===== src/rtl/regbank_access_ctrl.sv =====
// Requester-side controller for the 32x32 register bank: operand issue with
// write bypass and RAW-hazard stall, plus a writeback FIFO drained into the bank.
module regbank_access_ctrl #(
  parameter int WB_DEPTH = 4,
  parameter bit ZERO_R0  = 1'b1
) (
  input  logic        clk,
  input  logic        reset_n,
  input  logic        issue_valid,
  output logic        issue_ready,
  input  logic [4:0]  issue_rs1,
  input  logic [4:0]  issue_rs2,
  input  logic [4:0]  issue_rd,
  output logic        op_valid,
  input  logic        op_ready,
  output logic [31:0] op_a,
  output logic [31:0] op_b,
  output logic [4:0]  op_rd,
  input  logic        wb_valid,
  output logic        wb_ready,
  input  logic [4:0]  wb_rd,
  input  logic [31:0] wb_data,
  input  logic        wb_hold,
  output logic [4:0]  rb_sr1,
  output logic [4:0]  rb_sr2,
  input  logic [31:0] rb_rd_data1,
  input  logic [31:0] rb_rd_data2,
  output logic        rb_write,
  output logic [4:0]  rb_dr,
  output logic [31:0] rb_wrdata
);

  localparam int AW = $clog2(WB_DEPTH);

  logic [4:0]    r_fifo_rd   [WB_DEPTH];
  logic [31:0]   r_fifo_data [WB_DEPTH];
  logic [AW-1:0] r_wp;
  logic [AW-1:0] r_rp;
  logic [AW:0]   r_count;
  logic          r_op_valid;
  logic [31:0]   r_op_a;
  logic [31:0]   r_op_b;
  logic [4:0]    r_op_rd;

  logic          w_empty;
  logic          w_push;
  logic          w_pop;
  logic          w_hazard;
  logic          w_accept;
  logic [31:0]   w_opa;
  logic [31:0]   w_opb;

  // A queued destination conflicts with an issuing source unless it is the hardwired zero register.
  function automatic logic rd_hits(input logic [4:0] rd, input logic [4:0] rs1, input logic [4:0] rs2);
    return ((rd != 5'd0) || !ZERO_R0) && ((rd == rs1) || (rd == rs2));
  endfunction

  function automatic logic [31:0] src_sel(input logic [4:0] rs, input logic [31:0] bank_val,
                                          input logic wr, input logic [4:0] dr, input logic [31:0] wd);
    logic [31:0] v;
    if (ZERO_R0 && (rs == 5'd0)) begin
      v = 32'd0;
    end else if (wr && (dr == rs)) begin
      v = wd;
    end else begin
      v = bank_val;
    end
    return v;
  endfunction

  assign w_empty   = (r_count == {(AW+1){1'b0}});
  assign wb_ready  = reset_n && (r_count < (AW+1)'(WB_DEPTH));
  assign w_push    = wb_valid && wb_ready;
  assign w_pop     = !w_empty && !wb_hold;
  assign rb_dr     = r_fifo_rd[r_rp];
  assign rb_wrdata = r_fifo_data[r_rp];
  assign rb_write  = reset_n && w_pop && !(ZERO_R0 && (rb_dr == 5'd0));
  assign rb_sr1    = issue_rs1;
  assign rb_sr2    = issue_rs2;

  // RAW hazard: any queued entry still pending after this cycle's pop, or the entry being pushed now.
  always_comb begin
    w_hazard = 1'b0;
    for (int i = 0; i < WB_DEPTH; i++) begin
      w_hazard = w_hazard | (((AW+1)'(i) < r_count) && !((i == 0) && w_pop) &&
                             rd_hits(r_fifo_rd[r_rp + AW'(i)], issue_rs1, issue_rs2));
    end
    w_hazard = w_hazard | (w_push && rd_hits(wb_rd, issue_rs1, issue_rs2));
  end

  assign issue_ready = reset_n && (!r_op_valid || op_ready) && !w_hazard;
  assign w_accept    = issue_valid && issue_ready;
  assign w_opa       = src_sel(issue_rs1, rb_rd_data1, rb_write, rb_dr, rb_wrdata);
  assign w_opb       = src_sel(issue_rs2, rb_rd_data2, rb_write, rb_dr, rb_wrdata);

  // FIFO storage; contents are only meaningful below r_count, so no reset needed.
  always_ff @(posedge clk) begin
    if (w_push) begin
      r_fifo_rd[r_wp]   <= wb_rd;
      r_fifo_data[r_wp] <= wb_data;
    end
  end

  // FIFO pointers and occupancy.
  always_ff @(posedge clk) begin
    if (!reset_n) begin
      r_wp    <= {AW{1'b0}};
      r_rp    <= {AW{1'b0}};
      r_count <= {(AW+1){1'b0}};
    end else begin
      if (w_push) begin
        r_wp <= r_wp + AW'(1);
      end
      if (w_pop) begin
        r_rp <= r_rp + AW'(1);
      end
      case ({w_push, w_pop})
        2'b10:   r_count <= r_count + (AW+1)'(1);
        2'b01:   r_count <= r_count - (AW+1)'(1);
        default: r_count <= r_count;
      endcase
    end
  end

  // Operand stage; operands freeze while stalled downstream.
  always_ff @(posedge clk) begin
    if (!reset_n) begin
      r_op_valid <= 1'b0;
      r_op_a     <= 32'd0;
      r_op_b     <= 32'd0;
      r_op_rd    <= 5'd0;
    end else if (w_accept) begin
      r_op_valid <= 1'b1;
      r_op_a     <= w_opa;
      r_op_b     <= w_opb;
      r_op_rd    <= issue_rd;
    end else if (op_ready) begin
      r_op_valid <= 1'b0;
    end
  end

  assign op_valid = r_op_valid;
  assign op_a     = r_op_a;
  assign op_b     = r_op_b;
  assign op_rd    = r_op_rd;

endmodule


===== config.mk =====
export PLATFORM = sky130hd
export DESIGN_NAME = regbank_access_ctrl
export DESIGN_NICKNAME = d
export VERILOG_FILES = /design/src/rtl/regbank_access_ctrl.sv
export SDC_FILE = /design/constraint.sdc
export NUM_CORES = 1
export LEC_CHECK = 0
export CAP_MARGIN = 20
export CORE_UTILIZATION = 35
export CTS_CLUSTER_DIAMETER = 60
export DETAILED_ROUTE_END_ITERATION = 8
export GPL_TIMING_DRIVEN = 1
export PLACE_DENSITY_LB_ADDON = 0.15
export REMOVE_ABC_BUFFERS = 1
export SLEW_MARGIN = 0
export SYNTH_ARGS = -nofsm -noshare
export SYNTH_HDL_FRONTEND = slang
export SYNTH_SLANG_ARGS = --single-unit
export TNS_END_PERCENT = 30

===== constraint.sdc =====
create_clock -name clk -period 6.8 [get_ports clk]
set_input_delay 1.02 -clock clk [delete_from_list [all_inputs] [get_ports clk]]
set_output_delay 1.02 -clock clk [all_outputs]
set_load 0.01 [all_outputs]

==> reports/qor.yml <==
status:
  status: "finished clean"
layout:
  syn2layout_area_growth_pct: 31.2
  nets: 1147
  antenna_cells: 0
  utilization: 0.472
  nFillCells: 2744
  drive_gt1_frac: 0.172
cts:
  clk_latency_ns: 0.54
  cts-buffers-inserted: 28
  cts_tree: "done"
  cts.clk_slew.worst_paths_ns: 0.05
  cts.sinks: 227
  cts_max_level: 1
  cts_setup_buffers: 0
  root_buffer: "clkbuf_16"
  ctsHoldBuffers: 0
  clock_path_buffers: 3
  cts_resized: 0
synth:
  synth_area_sq_mm: 0.0112
  yosysMostFrequentCell: "edfxtp_1"
  synth_top_flop_cell: "edfxtp_1"
  synthArstFlopShare: 0
  synth_cell_types: 44
  synth_top_cells_by_area: "edfxtp_1 (40%), dfxtp_1 (14%), mux2_4 (9.0%)"
  avgSynthCellArea_sq_um: 14.0
  yosysWarnings: 0
  yosysTopAreaCell: "edfxtp_1"
  ys_seq_area_frac: 0.540
  ys_ff_latch: 227
  synth-edff-count: 148
  yosysTopAreaCellShare: 0.399
  synth_cells: 796
  synth_common_cells: "edfxtp_1 (148), mux2i_1 (82), dfxtp_1 (79)"
worst_setup_path:
  r2r_end: "op_a[7]$_SDFFE_PN0P_"
  worst_path_most_repeated_cell: "mux2_4"
  crit_path_end: "issue_ready"
  crit_chain: "buf_4, mux2_4, mux2_4, a211o_1, nor3_2, or4_1, nand4_1, nor2_1, clkdlybuf4s50_1"
  crit_fanout: 23
  critical-path-max-stage-delay_ns: 0.99
  crit_arrival_ns: 3.87
  critical_path.top_delay_family: "flip-flops"
  worstSetupPathType: "reg2out"
  cp-start-kind: "register"
  required_ns: 5.78
  r2r_slack_ns: 2.57
  cp-startpoint: "r_rp[0]$_SDFFE_PN0N_"
  ff2ff_path_depth: 10
  cp_slowest_cell: "dfxtp_1"
  path_depth: 9
  rr_startpoint: "r_rp[0]$_SDFFE_PN0N_"
  cp-end-kind: "output port"
  critical_path_buf_inv_count: 2
detailed_routing:
  drt-total-wl_microns: 28300
  via_per_inst: 4.88
  drc_errors: 0
  num_vias: 6997
  first_pass_iters: 4
  final_antenna_net_count: 0
  routedWlPerCell_microns: 19.8
  first_iter_violations: 303
sta:
  fin_crit_sh: 0.719
  tightest_slew_ns: 1.02
  setup-violations-final: 0
  timing.fmax_mhz: 204
  fin_ws_ns: 1.91
  rsz0062_at_grt: "false"
  fin_tns_setup_ns: 0
  fin_crit_ns: 4.89
  finalClockSkew_ns: 0.0158
  slew_violations: 0
  hold_viol_final: 0
  slew_headroom: 0.320
place:
  gp_congestion: 0.872
  dp.final_hpwl_microns: 18700
  port_buffers: 241
  pre_cts_slack_ns: 2.36
die:
  std_cell_rows: 64
  coreArea_sq_mm: 0.0310
  die_y_microns: 180
  io_pins: 242
  die_w_microns: 180
  dieArea_sq_mm: 0.0326
  start_util: 0.360
power_and_ir_drop:
  power_density_mw_per_mm2: 283
  vdd_drop_max_mv: 0.169
  power_leakage_nw: 5.16
global_routing:
  grt_max_degree: 79
  grt_pass1_vias: 7158
  grt-ovfl-total: 0
  antenna_found_initial: 1
  grt_pass1_wl_microns: 43800
  grt_use_total: 0.174
worst_hold_path:
  hold_path_class: "reg2reg"
  hp-start: "op_rd[0]$_SDFFE_PN0P_"
flow_run:
  maxCapViolCount: 0
[metal layers]
layer | GRT usage | vias up | routed length, microns
met2 | 0.292 | 200 | 13300
met1 | 0.236 | 3440 | 13200
li1 | - | 3326 | -
met3 | 0.0309 | 29 | 1350
met5 | 0 | - | 12
met4 | 0.0352 | 2 | 439
[sequential cells by signal, indices dropped and copies added (netlist names), named ones only]
signal	cells
op_rd	5
r_wp	2
op_b	32
r_rp	2
r_fifo_data	128
r_count	3
op_valid	1
r_fifo_rd	20
op_a	32
[report_power, final]
part | total (mW) | switching [mW] | leakage (nW) | internal, mW
Sequential | 1.67 | 0.118 | 1.99 | 1.56
Combinational | 1.09 | 0.473 | 2.75 | 0.622
Clock | 1.37 | 0.559 | 0.420 | 0.813
Total | 4.14 | 1.15 | 5.16 | 2.99
[worst min-delay path by stage]
| stage | end | slack (ns) | depth (start not counted) |
|---|---|---|---|
| final | op_rd[0]$_SDFFE_PN0P_ | 0.46 | 2 |
| after global routing | op_rd[0]$_SDFFE_PN0P_ | 0.47 | 2 |
| after CTS | op_rd[0]$_SDFFE_PN0P_ | 0.46 | 2 |
| after detailed placement | op_rd[0]$_SDFFE_PN0P_ | 0.45 | 2 |
| after global placement | op_rd[0]$_SDFFE_PN0P_ | 0.44 | 2 |
| after floorplan | r_wp[1]$_SDFFE_PN0P_ | 0.47 | 2 |
[worst min-delay path, cell delays in order (launching register included)]
cell	delay, ns
dfxtp_1	0.30
nand2_1	0.05
mux2i_1	0.05
[placed cells by master, fill, tap and decap left out, types with 12 or more instances in the layout]
cell	count
nor3_1	23
and2_1	70
xnor2_1	37
dfxtp_1	77
mux2i_1	82
clkdlybuf4s50_1	240
mux4_2	44
inv_1	12
mux2_4	67
clkbuf_16	28
buf_4	14
nor2_1	74
edfxtp_1	148
xor2_1	20
[cell families (layout without fill, tap and decap cells)]
group / Yosys count / in the layout / share of synthesized area
AOI/OAI and AO/OA: 28 / 28 / 0.0163
muxes: 194 / 194 / 0.254
buffers and inverters: 78 / 319 / 0.0423
DFF: 227 / 227 / 0.540
and+or+nand+nor: 203 / 203 / 0.0925
xor gates and xnor gates: 57 / 57 / 0.0448
adders and majority gates: 9 / 9 / 0.0101
[layout make-up]
cell class / count / area, sq um / share of cell area
Timing Repair Buffer: 255 / 2510 / 0.172
Tap cell: 396 / 495 / 0.0339
Sequential cell: 227 / 6030 / 0.412
Inverter: 13 / 48.8 / 0.00333
Clock inverter: 11 / 103 / 0.00701
Multi-Input combinational cell: 491 / 4690 / 0.320
Clock buffer: 40 / 756 / 0.0516
[metrics by stage]
step / std cells / cell area (sq um) / total power [mW] / hold WS, ns
after floorplan: 731 / 10700 / 2.32 / 0.469
after CTS: 1433 / 14600 / 4.21 / 0.459
final: 1433 / 14600 / 4.14 / 0.456
after detailed placement: 1382 / 13800 / 2.81 / 0.451
after global placement: 1382 / 13800 / 2.82 / 0.444
after global routing: 1433 / 14600 / 4.34 / 0.473
Power figures use the tool's default switching activity.
